$ cat config.mk
export PLATFORM = sky130hd
export DESIGN_NAME = datapath_ctrl
export DESIGN_NICKNAME = d
export VERILOG_FILES = /design/src/rtl/datapath_ctrl.sv
export SDC_FILE = /design/constraint.sdc
export NUM_CORES = 1
export LEC_CHECK = 0
export BUFFER_PORTS_ARGS = -buffer_cell sky130_fd_sc_hd__buf_2
export CAP_MARGIN = 30
export CORE_AREA = 4 4 81 60
export DETAILED_ROUTE_END_ITERATION = 10
export DIE_AREA = 0 0 85 64
export PLACE_DENSITY_LB_ADDON = 0.25
export SKIP_LAST_GASP = 1
export SYNTH_ARGS = -nofsm -noshare
export SYNTH_HDL_FRONTEND = slang
export SYNTH_SLANG_ARGS = --single-unit
$ cat constraint.sdc
create_clock -name clk -period 1.6 [get_ports clk]
set_input_delay 0 -clock clk [delete_from_list [all_inputs] [get_ports clk]]
set_output_delay 0 -clock clk [all_outputs]
set_load 0.01 [all_outputs]
$ cat src/rtl/datapath_ctrl.sv
// Instruction sequencer for the 8x16 register-file datapath: latches one instruction per start
// and steps the read/ALU/write-back controls. DATAPATH_CTRL_ILLEGAL_TRAP_EN adds a sticky HALT trap.
module datapath_ctrl (
  input  logic        clk,
  input  logic        reset,
  input  logic        s,
  input  logic [15:0] instr,
  output logic        w,
  output logic [2:0]  readnum,
  output logic [2:0]  writenum,
  output logic        write,
  output logic        loada,
  output logic        loadb,
  output logic        loadc,
  output logic        loads,
  output logic        asel,
  output logic        bsel,
  output logic [1:0]  vsel,
  output logic [1:0]  shift,
  output logic [1:0]  ALUop,
  output logic [15:0] sximm8,
  output logic [15:0] sximm5,
  output logic        illegal
);

  typedef enum logic [3:0] {
    WAIT   = 4'd0,
    DECODE = 4'd1,
    WIMM   = 4'd2,
    GETA   = 4'd3,
    GETB   = 4'd4,
    ALU    = 4'd5,
    WRC    = 4'd6,
    STAT   = 4'd7
`ifdef DATAPATH_CTRL_ILLEGAL_TRAP_EN
    , HALT = 4'd8
`endif
  } state_t;

  state_t      state;
  state_t      state_nxt;
  logic [15:0] ir;
  logic        write_q;
  logic        loada_q;
  logic        loadb_q;
  logic        loadc_q;
  logic        loads_q;

  logic [2:0] opcode;
  logic [1:0] op;
  logic [2:0] rn;
  logic [2:0] rd;
  logic [1:0] sh;
  logic [2:0] rm;
  logic       is_mov_imm;
  logic       is_mov_reg;
  logic       is_mvn;
  logic       is_add;
  logic       is_and;
  logic       is_cmp;

  assign opcode = ir[15:13];
  assign op     = ir[12:11];
  assign rn     = ir[10:8];
  assign rd     = ir[7:5];
  assign sh     = ir[4:3];
  assign rm     = ir[2:0];

  assign is_mov_imm = (opcode == 3'b110) && (op == 2'b10);
  assign is_mov_reg = (opcode == 3'b110) && (op == 2'b00);
  assign is_mvn     = (opcode == 3'b101) && (op == 2'b11);
  assign is_add     = (opcode == 3'b101) && (op == 2'b00);
  assign is_and     = (opcode == 3'b101) && (op == 2'b10);
  assign is_cmp     = (opcode == 3'b101) && (op == 2'b01);

  assign sximm8 = {{8{ir[7]}}, ir[7:0]};
  assign sximm5 = {{11{ir[4]}}, ir[4:0]};

  // Strobes are cut by reset combinationally so nothing commits on the reset edge.
  assign write = write_q & ~reset;
  assign loada = loada_q & ~reset;
  assign loadb = loadb_q & ~reset;
  assign loadc = loadc_q & ~reset;
  assign loads = loads_q & ~reset;

  always_comb begin
    state_nxt = state;
    case (state)
      WAIT:   state_nxt = s ? DECODE : WAIT;
      DECODE: begin
        if (is_mov_imm)                    state_nxt = WIMM;
        else if (is_mov_reg || is_mvn)     state_nxt = GETB;
        else if (is_add || is_and || is_cmp) state_nxt = GETA;
        else begin
`ifdef DATAPATH_CTRL_ILLEGAL_TRAP_EN
          state_nxt = HALT;
`else
          state_nxt = WAIT;
`endif
        end
      end
      WIMM:   state_nxt = WAIT;
      GETA:   state_nxt = GETB;
      GETB:   state_nxt = is_cmp ? STAT : ALU;
      ALU:    state_nxt = WRC;
      WRC:    state_nxt = WAIT;
      STAT:   state_nxt = WAIT;
`ifdef DATAPATH_CTRL_ILLEGAL_TRAP_EN
      HALT:   state_nxt = HALT;
`endif
      default: state_nxt = WAIT;
    endcase
  end

  // Outputs are registered from the next state so they are valid for the whole state cycle.
  always_ff @(posedge clk) begin
    if (reset) begin
      state    <= WAIT;
      ir       <= 16'h0000;
      w        <= 1'b1;
      readnum  <= 3'd0;
      writenum <= 3'd0;
      write_q  <= 1'b0;
      loada_q  <= 1'b0;
      loadb_q  <= 1'b0;
      loadc_q  <= 1'b0;
      loads_q  <= 1'b0;
      asel     <= 1'b0;
      bsel     <= 1'b0;
      vsel     <= 2'b00;
      shift    <= 2'b00;
      ALUop    <= 2'b00;
    end else begin
      if (state == WAIT && s) ir <= instr;
      state    <= state_nxt;
      w        <= (state_nxt == WAIT);
      readnum  <= 3'd0;
      writenum <= 3'd0;
      write_q  <= 1'b0;
      loada_q  <= 1'b0;
      loadb_q  <= 1'b0;
      loadc_q  <= 1'b0;
      loads_q  <= 1'b0;
      asel     <= 1'b0;
      bsel     <= 1'b0;
      vsel     <= 2'b00;
      shift    <= 2'b00;
      ALUop    <= 2'b00;
      case (state_nxt)
        WIMM: begin
          writenum <= rn;
          vsel     <= 2'b10;
          write_q  <= 1'b1;
        end
        GETA: begin
          readnum <= rn;
          loada_q <= 1'b1;
        end
        GETB: begin
          readnum <= rm;
          loadb_q <= 1'b1;
          shift   <= sh;
        end
        ALU: begin
          loadc_q <= 1'b1;
          shift   <= sh;
          ALUop   <= (opcode == 3'b101) ? op : 2'b00;
          asel    <= is_mov_reg | is_mvn;
        end
        WRC: begin
          writenum <= rd;
          vsel     <= 2'b00;
          write_q  <= 1'b1;
        end
        STAT: begin
          loads_q <= 1'b1;
          shift   <= sh;
          ALUop   <= 2'b01;
        end
        default: ;
      endcase
    end
  end

`ifdef DATAPATH_CTRL_ILLEGAL_TRAP_EN
  logic illegal_q;
  always_ff @(posedge clk) begin
    if (reset) illegal_q <= 1'b0;
    else       illegal_q <= (state_nxt == HALT);
  end
  assign illegal = illegal_q;
`else
  assign illegal = 1'b0;
`endif

endmodule

* Word level (Yosys, flattened, before mapping)
Cells that the tools add are included. Widths: inputs -> output; s select.
Cells by class: bitwise gates (word level) 9, muxes and demuxes 16, eq/ne operators 15, reduce and logical (&&, ||, !) cells 17
Operators by type and width (number):
- $eq 4x3->1 const B | 6
- $pmux 3 s5 | 1
- $eq 4x2->1 const B | 3
- $pmux 3 s2 | 2
- $logic_not 4->1 | 2
- $mux 2 | 4
- $logic_and 1x1->1 | 7
- $eq 3x3->1 const B | 2
- $mux 1 | 6
- $mux 3 | 2
- $reduce_or 2->1 | 3
- $and 1x1->1 | 5
- $eq 2x2->1 const B | 2
- $eq 4x1->1 const B | 1
- $pmux 2 s2 | 1
- $logic_or 1x1->1 | 3
- $not 1->1 | 3
- $reduce_or 3->1 | 1
- $eq 2x1->1 const B | 1
- $logic_not 2->1 | 1
- $or 1x1->1 | 1
Word-level totals: bits in registers 39, bits of input ports 19, word-level logic and storage cells 71, output and inout bits 53

* Depth between registers and ports, before layout
Gate-level depths: netlist (run 1).
word-level depth 12, depth in mapped cells 6, gate-level depth less buffers 6

* Least setup slack after synthesis (run 1)
OpenSTA, ideal clock, no wires.
path type reg-to-reg, from register ir[11], to register readnum[0], slack -0.077 ns, period minus slack after synthesis 1.677 ns, cell stages (with the launch flop) 7, path buffers 1, library setup time 0.117 ns, arrival time 1.560 ns, cells stage by stage dfxtp_1 > and2_2 > a22oi_1 > o311a_1 > buf_4 > and4b_1 > a22o_1
Between the ends: cells in the longest elaborated chain, start to end 10
RTL lines:
- from (decl) | RTL line 42 | logic [15:0] ir;
- from (signal assigned) | RTL line 134 | if (state == WAIT && s) ir <= instr;
- $eq 2x2->1 / $logic_not 2->1 (equally long branches)
- $logic_and 1x1->1 (on tied branches) | RTL line 73, 72
- $logic_or 1x1->1 (2 in series) | RTL line 93 | else if (is_add || is_and || is_cmp) state_nxt = GETA;
- $mux 2 | RTL line 93
- $mux 3 | RTL line 92 | else if (is_mov_reg || is_mvn) state_nxt = GETB;
- $mux 3 | RTL line 91 | if (is_mov_imm) state_nxt = WIMM;
- $pmux 3 s5 * | RTL line 88 | case (state)
- $eq 4x3->1 / $eq 4x2->1 (equally long branches) | RTL line 149 | case (state_nxt)
- $pmux 3 s2 * | RTL line 149
- to (signal assigned) | RTL line 156 | readnum <= rn;
- to (signal assigned) | RTL line 160 | readnum <= rm;
- to (decl) | RTL line 9 | output logic [2:0] readnum,
Every way passes the cells marked *; elsewhere a longest branch is shown, timed or not. A chain may end at the register's enable or synchronous reset.

* Worst setup path after layout (run 1)
from register ir[13], to register writenum[1]
Between the ends: cells in the longest elaborated chain, start to end 10
RTL lines:
- $eq 3x3->1
- $logic_and 1x1->1 (on tied branches) | RTL line 72, 73
- $logic_or 1x1->1 (2 in series) | RTL line 93
- $mux 2 | RTL line 93
- $mux 3 | RTL line 92
- $mux 3 | RTL line 91
- $pmux 3 s5 * | RTL line 88
- $eq 4x3->1 / $eq 4x2->1 (equally long branches) | RTL line 149
- $pmux 3 s2 * | RTL line 149
- to (signal assigned) | RTL line 151 | writenum <= rn;
- to (signal assigned) | RTL line 171 | writenum <= rd;
- to (decl) | RTL line 10 | output logic [2:0] writenum,
Marks and branches as above.

==> results.txt, run 1 <==
status = complete, but fails checks
failing checks = setup timing
synth warn = 0
GR peak layer = met2
die height = 64 um
DP HPWL = 2.71 mm
P_leak = 1.17 nW
Routed WL per cell = 12.9 um
RR Startpoint = ir[13]
R2R depth = 5
f_max = 0.602 GHz
clock-pin slew on the worst setup and hold paths = 0.07 ns
Internal = 1.55 mW
Area growth, synth to finish = 40.0%
Min-Delay Path Class = primary input to register
Slew @ Worst Pin = 0.720 ns
FF-to-FF End = writenum[1]
Clock Path Buffers = 2
FF/Latch Area = 754 um2
Clock power frac = 37.5%
most common cell in the netlist = dfxtp_1
Yosys reg bits = 37
area of the multi-input gates = 719 um2
Setup TNS = -0.304 ns
grt met1 use = 18.9%
Worst setup SP type = register
H-tree depth = 2
vias = 1,465
Worst Path Arrival = 1.88 ns
hold slack = 0.218 ns
met2 GRT Util = 23.7%
post-route antenna net violation count = 0
initial DRC count = 70
Seq pwr share = 48.1%
Pwr per Cell Area = 867 mW/mm2
synthesized cell area = 0.00168 mm2
crit path capture = writenum[1]
Synth top area share = 44.1%
Slew Viols, Final = 0
Crit. Startpoint = ir[13]
sequential share of the synthesized area = 44.1%
initial antenna violation count = 0
fin crit period = 1.66 ns
final setup fails = 8
fin util = 56.3%
# fillers = 388
Post-Route WL = 4.08 mm
most frequent cells after synthesis = dfxtp_1 (37), buf_4 (36), nand2_1 (33)
Tcrit/Tclk final = 104%
width of the chip = 85 um
Async S/R FF share, synth = 0%
largest net degree at the start of global routing = 29
DP Area = 0.00196 mm2
endpoints failing hold = 0
Worst Path Required = 1.82 ns
antenna cells = 0
clk sinks = 37
clock root cell = clkbuf_8
Via-to-Cell Ratio = 4.64
Synth Flop Type = dfxtp_1
CTS tree = done
GRT overflow = 0
Max FO, Critical Path = 5
Sw Ratio = 24.1%
drt pass-1 iters = 5
row cnt = 20
Nets = 280
CTS buffer count = 5
Final WS setup = -0.0607 ns
Post-synth EDFFs = 0
Placer Congestion = 0.811
Yosys cell types = 38
Post-Syn Instances = 187
sw power = 490 uW
core area = 0.00418 mm2
met3 GRT Util = 4.64%
Logic pwr share = 14.4%
I/O Pins = 72
initial core utilization = 40.2%
top cells by area, synth = dfxtp_1 (44%), buf_4 (16%), nand2_1 (7.4%), a21oi_1 (5.4%), and3_1 (1.9%)
DRC = 0
worst setup path class = register to register
unrepaired setup endpoints after global routing = true
Worst R2R Setup Slack = -0.06 ns
vias in the first global route = 1,390
# port buffers = 68
Finished Cell Area = 0.00235 mm2
Clk Latency, worst-skew pair = 0.28 ns
Total Routing Usage GR = 14.8%
Rel. slew slack = 51.7%
Die ar. = 0.00544 mm2
Peak VDD IR = 465 uV
Max Cap Viol = 0
critical path endpoint category = register
Syn Area/Cell = 8.98 um2
global-route wire length before repair = 6.44 mm
layout cell share with drive strength beyond 1 = 47.5%
post-synth top area cell = dfxtp_1
Layout Skew = 0.00681 ns
[metrics by stage]
step / std cells / setup slack, ns / total power, mW
after global routing: 316 / -0.131 / 2.13
after global placement: 289 / -0.137 / 1.23
after detailed placement: 289 / -0.182 / 1.24
final: 316 / -0.0607 / 2.04
after floorplan: 189 / -0.00763 / 1.18
after CTS: 314 / -0.0661 / 2.04
[registers in the layout (all words and copies together) (netlist names)]
signal and flops:
vsel 1, ALUop 2, state 3, loadc_q 1, write_q 1, loada_q 1, shift 2, asel 1
w 1, loads_q 1, readnum 3, writenum 3, loadb_q 1, ir 16
[per-layer routing]
metal	vias up	wire length, um
li1	734	-
met1	675	1920
met2	54	1820
met3	2	322
met4	0	22
met5	-	0
[what timing repair did]
item                                    CTS  global route
hold buffers                             16             0
cloned                                    0             2
pin swaps                                 2             5
resized for setup                        15            12
buffers inserted                          2             0
endpoints found under the hold margin    16             0
endpoints found under the setup margin   18            33
[power groups by stage]
stage / clock [mW] / sequential [mW] / combinational [mW]
3_3_place_gp: 0 / 1.00 / 0.232
5_1_grt: 0.825 / 0.987 / 0.319
6_report: 0.764 / 0.981 / 0.293
3_5_place_dp: 0 / 1.00 / 0.233
4_1_cts: 0.783 / 0.981 / 0.274
2_1_floorplan: 0 / 0.998 / 0.186
[how the worst min path moves through the flow]
stage | from | end | slack [ns] | depth (start not counted)
2_1_floorplan | instr[11] | ir[11] | 0.13 | 2
3_3_place_gp | instr[12] | ir[12] | 0.23 | 3
3_5_place_dp | instr[12] | ir[12] | 0.24 | 3
4_1_cts | reset | state[1] | 0.21 | 2
5_1_grt | reset | ir[15] | 0.25 | 2
6_report | reset | state[1] | 0.22 | 2
[cells in the final DEF (no fill, tap or decap), types with 2 or more instances in the layout]
master          n
nor3_1          2
nand2_1        32
conb_1          3
nor2_1          5
nand2b_1        4
and3_1          5
inv_1           4
dfxtp_1        30
buf_2          69
buf_4          17
buf_6           5
nor2b_1         5
dfxtp_4         2
clkbuf_8        5
a22o_1          3
a21oi_1        17
dfxtp_2         5
mux2i_1         3
dlygate4sd3_1  16
[cell families after synthesis]
| logic type | share of synthesized area (%) |
|---|---|
| AOI/OAI and AO/OA | 11.9 |
| DFF | 44.1 |
| and+or+nand+nor | 23.5 |
| other | 0.223 |
| buffers and inverters | 18.4 |
| muxes | 1.79 |
[worst max-delay path, cell delays in order (launching register included)]
cell and delay [ns]:
dfxtp_2 0.34, nor3b_4 0.26, a31oi_4 0.13, o41a_1 0.35, or3_4 0.41, nor2_1 0.11
[cell type report]
| class | instances | area share [%] |
|---|---|---|
| clock inverters | 2 | 1.49 |
| well taps | 55 | 2.93 |
| flip-flops and latches | 37 | 32.1 |
| inverters | 4 | 0.639 |
| clock buffers | 5 | 2.93 |
| repair buffers | 107 | 29.3 |
| multi-input cells | 106 | 30.6 |
No activity file was read; power rests on OpenSTA's default activity.
==> run 2: changes to the inputs <==
ABC_AREA = 1   (was unset)
CORE_AREA = 4 4 81 61   (was 4 4 81 60)
DIE_AREA = 0 0 85 65   (was 0 0 85 64)
MAX_ROUTING_LAYER = met4   (was unset)
==> results.txt, run 2 <==
Post-synth EDFFs = 0 (unchanged)
sequential share of the synthesized area = 43.7% (was 44.1%)
status = finished clean (was complete, but fails checks)
Async S/R FF share, synth = 0% (unchanged)
Worst Path Required = 1.76 ns (was 1.82 ns)
Yosys reg bits = 37 (unchanged)
Top reg by flops = ir (unchanged)
layout cell share with drive strength beyond 1 = 35.6% (was 47.5%)
synthesized cell area = 0.00170 mm2 (was 0.00168 mm2)
f_max = 0.715 GHz (was 0.602 GHz)
# hold bufs at CTS = 11 (was 16)
Largest register FFs = 16 (unchanged)
clock root cell = clkbuf_8 (unchanged)
H-tree depth = 2 (unchanged)
Worst setup SP type = register (unchanged)
clk sinks = 37 (unchanged)
Max Cap Viol = 0 (unchanged)
CTS buffer count = 5 (unchanged)
commonest non-fill, non-tap cell in the layout = buf_2 (unchanged)
Nets = 285 (was 280)
CP Depth = 6 (was 5)
Gates resized, CTS repair = 0 (was 15)
Synth Flop Type = dfxtp_1 (unchanged)
vias = 1,387 (was 1,465)
Clock Path Buffers = 2 (unchanged)
Setup TNS = 0 ns (was -0.304 ns)
Clk Latency, worst-skew pair = 0.29 ns (was 0.28 ns)
cells along the critical path = nor2_1 > nand2_1 > nor2_4 > inv_2 > o21ai_0 > a21oi_1 (was nor3b_4 > a31oi_4 > o41a_1 > or3_4 > nor2_1)
antenna cells = 0 (unchanged)
Routed WL per cell = 11.0 um (was 12.9 um)
Slew @ Worst Pin = 0.578 ns (was 0.720 ns)
worst setup path class = register to register (unchanged)
global-route wire length before repair = 5.96 mm (was 6.44 mm)
CTS tree = done (unchanged)
most frequent cells after synthesis = dfxtp_1 (37), nor2_1 (37), buf_4 (35) (was dfxtp_1 (37), buf_4 (36), nand2_1 (33))
worst path bufs/invs = 1 (was 0)
final setup fails = 0 (was 8)
Post-Syn Instances = 218 (was 187)
GRT overflow = 0 (unchanged)
Worst path slowest cell = dfxtp_1 (was or3_4)
post-synth top area cell = dfxtp_1 (unchanged)
Die ar. = 0.00553 mm2 (was 0.00544 mm2)
Area growth, synth to finish = 19.0% (was 40.0%)
critical path endpoint category = register (unchanged)
Post-Route WL = 3.55 mm (was 4.08 mm)
initial DRC count = 93 (was 70)
Setup WS pre-CTS = 0.201 ns (was -0.182 ns)
post-route antenna net violation count = 0 (unchanged)
Placer Congestion = 0.891 (was 0.811)
drt pass-1 iters = 4 (was 5)
row cnt = 20 (unchanged)
Rel. slew slack = 61.5% (was 51.7%)
core area = 0.00418 mm2 (unchanged)
endpoints failing hold = 0 (unchanged)
Post CTS Setup Buffer Count = 0 (was 2)
Layout Skew = 0.00669 ns (was 0.00681 ns)
DRC = 0 (unchanged)
Syn Area/Cell = 7.78 um2 (was 8.98 um2)
Total Routing Usage GR = 14.1% (was 14.8%)
fin crit period = 1.40 ns (was 1.66 ns)
Peak VDD IR = 370 uV (was 465 uV)
Min-Delay Path Class = primary input to register (unchanged)
# port buffers = 68 (unchanged)
Worst path top cell family by delay = simple AND/OR/NAND/NOR gates (unchanged)
Synth top area share = 43.7% (was 44.1%)
Worst Path Arrival = 1.56 ns (was 1.88 ns)
width of the chip = 85 um (unchanged)
Pwr per Cell Area = 942 mW/mm2 (was 867 mW/mm2)
synth warn = 0 (unchanged)
DP HPWL = 2.64 mm (was 2.71 mm)
most frequent cells in the layout = buf_2 (68), dfxtp_1 (37), nor2_1 (37) (was buf_2 (69), nand2_1 (32), dfxtp_1 (30))
P_leak = 1.01 nW (was 1.17 nW)
I/O Pins = 72 (unchanged)
clock-pin slew on the worst setup and hold paths = 0.08 ns (was 0.07 ns)
Via-to-Cell Ratio = 4.31 (was 4.64)
Hold Path Depth = 3 (was 2)
top cells by area, synth = dfxtp_1 (44%), buf_4 (15%), nor2_1 (8.2%), o21ai_0 (5.9%), nand2_1 (4.9%) (was dfxtp_1 (44%), buf_4 (16%), nand2_1 (7.4%), a21oi_1 (5.4%), and3_1 (1.9%))
Final WS setup = 0.202 ns (was -0.0607 ns)
initial antenna violation count = 0 (unchanged)
initial core utilization = 40.6% (was 40.2%)
vias in the first global route = 1,284 (was 1,390)
R2R depth = 6 (was 5)
largest net degree at the start of global routing = 25 (was 29)
Worst path max stage delay = 0.37 ns (was 0.41 ns)
Slew Viols, Final = 0 (unchanged)
# fillers = 423 (was 388)
Max FO, Critical Path = 24 (was 5)
unrepaired setup endpoints after global routing = false (was true)
die height = 65 um (was 64 um)
Yosys cell types = 23 (was 38)
Tcrit/Tclk final = 87.4% (was 104%)
-- run 2: cell types whose count changed after synthesis, sizes merged, moves of 6 or more --
cell / before / now
a21oi: 18 / 11
nand2: 33 / 26
nor2b: 6 / 0
nor2: 7 / 42
nand3: 1 / 7
inv: 4 / 24
o21ai: 0 / 22
-- run 2: kinds of logic (layout without fill, tap and decap cells) --
family | count (synthesis) | count (layout) | share of synthesized area (%)
DFF | 37 | 37 | 43.7
and+or+nand+nor | 83 | 83 | 22.6
buffers and inverters | 64 | 111 | 22.5
other | 1 | 3 | 0.221
AOI/OAI and AO/OA | 33 | 33 | 11.1
-- run 2: per-stage QoR --
step	utilization [%]	hold slack, ns	power, mW	std cells	area [um2]
global placement	43.6	0.221	1.28	303	1820
finish	48.3	0.000884	1.90	322	2020
floorplan	-	0.135	1.27	220	1700
global route	48.3	0.00112	2.01	322	2020
detailed placement	43.6	0.229	1.28	303	1820
CTS	48.3	0.000194	1.93	322	2020
-- run 2: final timing paths --
path / startpoint / to / slack, ns
max reg2reg: state[1] / ir[3] / 0.20
max: state[1] / ir[3] / 0.20
min: instr[10] / ir[10] / 0.0009
min reg2reg: ir[3] / shift[0] / 0.47
-- run 2: final cells by class --
cell class              count  area [um2]  area share, %
clock buffers               5        68.8           3.41
clock inverters             3        17.5          0.868
inverters                  24        90.1           4.46
multi-input cells         119         582           28.8
flip-flops and latches     37         741           36.7
well taps                  55        68.8           3.41
repair buffers             79         450           22.3
-- run 2: worst reg2reg max path, delay by kind of cell, from the launching register on --
| family | cells | cell delay [ns] |
|---|---|---|
| simple gates | 3 | 0.45 |
| compound gates | 2 | 0.26 |
| flops | 1 | 0.37 |
| buf+inv | 1 | 0.19 |
-- run 2: power breakdown --
| part | internal (mW) | switching, mW |
|---|---|---|
| Sequential | 0.962 | 0.0417 |
| Clock | 0.300 | 0.325 |
| Combinational | 0.113 | 0.159 |
-- run 2: per-layer routing --
layer / vias to the layer above / track usage [%] / share of wire, %
met5: - / - / 0
met4: 0 / 3.75 / 0.51
met3: 2 / 5.72 / 7.0
met2: 41 / 20.4 / 44
met1: 605 / 18.1 / 48
li1: 739 / - / -
==> run 3: changes to the inputs <==
CELL_PAD_IN_SITES_DETAIL_PLACEMENT = 1   (was unset)
CELL_PAD_IN_SITES_GLOBAL_PLACEMENT = 1   (was unset)
CORE_AREA = 2 2 93 68   (was 4 4 81 61)
DIE_AREA = 0 0 95 70   (was 0 0 85 65)
==> results.txt, run 3 (synthesized netlist as in run 2, its figures left out) <==
vias in the first global route = 1,332 (was 1,284)
Slew Viols, Final = 0 (unchanged)
cells along the critical path = nor2_1 > nand2_1 > nor2_4 > inv_4 > o21ai_0 > a21oi_1 (was nor2_1 > nand2_1 > nor2_4 > inv_2 > o21ai_0 > a21oi_1)
DRC = 0 (unchanged)
area of the multi-input gates = 586 um2 (was 582 um2)
Worst path max stage delay = 0.37 ns (about the same)
drt pass-1 iters = 4 (unchanged)
Clk Latency, worst-skew pair = 0.29 ns (about the same)
# port buffers = 68 (unchanged)
# fillers = 743 (was 423)
core area = 0.00592 mm2 (was 0.00418 mm2)
initial DRC count = 26 (was 93)
Worst Path Arrival = 1.58 ns (was 1.56 ns)
Worst Path Required = 1.78 ns (was 1.76 ns)
Finished Cell Area = 0.00211 mm2 (was 0.00202 mm2)
vias = 1,446 (was 1,387)
unrepaired setup endpoints after global routing = false (unchanged)
Nets = 288 (was 285)
row cnt = 24 (was 20)
FF/Latch Area = 741 um2 (unchanged)
Worst setup SP type = register (unchanged)
Max Cap Viol = 0 (unchanged)
H-tree depth = 2 (unchanged)
endpoints failing hold = 0 (unchanged)
antenna cells = 0 (unchanged)
worst setup path class = register to register (unchanged)
Clock Path Buffers = 2 (unchanged)
layout cell share with drive strength beyond 1 = 35.6% (about the same)
P_leak = 1.03 nW (was 1.01 nW)
Placer Congestion = 0.762 (was 0.891)
Peak VDD IR = 367 uV (was 370 uV)
clock-pin slew on the worst setup and hold paths = 0.07 ns (was 0.08 ns)
DP Area = 0.00186 mm2 (was 0.00182 mm2)
status = finished clean (unchanged)
Tcrit/Tclk final = 88.1% (was 87.4%)
Post-Route WL = 4.08 mm (was 3.55 mm)
Max FO, Critical Path = 24 (unchanged)
Largest register FFs = 16 (unchanged)
largest net degree at the start of global routing = 25 (unchanged)
DP HPWL = 3.07 mm (was 2.64 mm)
CTS tree = done (unchanged)
clock root cell = clkbuf_8 (unchanged)
Die ar. = 0.00665 mm2 (was 0.00553 mm2)
final setup fails = 0 (unchanged)
die height = 70 um (was 65 um)
Total Routing Usage GR = 13.3% (was 14.1%)
commonest non-fill, non-tap cell in the layout = buf_2 (unchanged)
post-route antenna net violation count = 0 (unchanged)
clk sinks = 37 (unchanged)
Routed WL per cell = 11.7 um (was 11.0 um)
initial antenna violation count = 0 (unchanged)
Pwr per Cell Area = 1010 mW/mm2 (was 942 mW/mm2)
width of the chip = 95 um (was 85 um)
Worst path slowest cell = dfxtp_1 (unchanged)
f_max = 0.709 GHz (was 0.715 GHz)
Top reg by flops = ir (unchanged)
critical path endpoint category = register (unchanged)
Layout Skew = 0.00600 ns (was 0.00669 ns)
Post CTS Setup Buffer Count = 0 (unchanged)
GRT overflow = 0 (unchanged)
Setup TNS = 0 ns (unchanged)
Area growth, synth to finish = 24.4% (was 19.0%)
initial core utilization = 28.7% (was 40.6%)
Via-to-Cell Ratio = 4.16 (was 4.31)
most frequent cells in the layout = buf_2 (68), dfxtp_1 (37), nor2_1 (37) (unchanged)
I/O Pins = 72 (unchanged)
Min-Delay Path Class = primary input to register (unchanged)
fin util = 35.7% (was 48.3%)
CTS buffer count = 5 (unchanged)
fin crit period = 1.41 ns (was 1.40 ns)
global-route wire length before repair = 6.65 mm (was 5.96 mm)
run 3: metal layers:
metal	GRT usage (%)	part of all wire, %
met2	18.7	43
met1	18.6	51
met3	4.64	4.9
met5	-	0
met4	2.90	0.86
run 3: worst max-delay path, delay by kind of cell, from the launching register on:
kind	cells	cell delay, ns
DFF	1	0.37
and+or+nand+nor	3	0.50
AOI/OAI and AO/OA	2	0.24
buffers and inverters	1	0.17
run 3: report_power, final:
| part | switching, mW | leakage (nW) | internal, mW |
|---|---|---|---|
| sequential | 0.0433 | 0.302 | 0.962 |
| clock | 0.325 | 0.0585 | 0.508 |
| combinational | 0.167 | 0.672 | 0.118 |
run 3: what timing repair did:
item / in CTS / in global routing
hold buffers: 13 / 0
endpoints found under the hold margin: 13 / 0
endpoints found under the setup margin: 0 / 9
gates resized for setup: 0 / 3
run 3: per-stage QoR:
step                      power [mW]  setup WS (ns)  cells  hold WS (ns)
final                           2.12          0.191    348       0.00161
after CTS                       2.16         0.0868    348      0.000710
after floorplan                 1.27          0.420    220         0.135
after detailed placement        1.29          0.106    327         0.230
after global routing            2.24         0.0235    348       0.00377
after global placement          1.29          0.105    327         0.226
run 3: worst paths after layout:
| kind | cells past startpoint | slack, ns | startpoint | end |
|---|---|---|---|---|
| hold / removal | 3 | 0.002 | instr[9] | ir[9] |
| setup / recovery | 6 | 0.19 | state[1] | ir[4] |
| setup reg to reg | 6 | 0.19 | state[1] | ir[4] |
| hold reg to reg | 2 | 0.48 | ir[10] | ir[10] |
run 3: layout make-up:
| type | instances | area share (%) |
|---|---|---|
| clock inverter | 1 | 1.42 |
| timing repair buffer | 82 | 22.6 |
| inverter | 24 | 4.39 |
| clock buffer | 7 | 4.09 |
| tap | 78 | 4.62 |
| sequential | 37 | 35.1 |
| multi-input combinational | 119 | 27.7 |
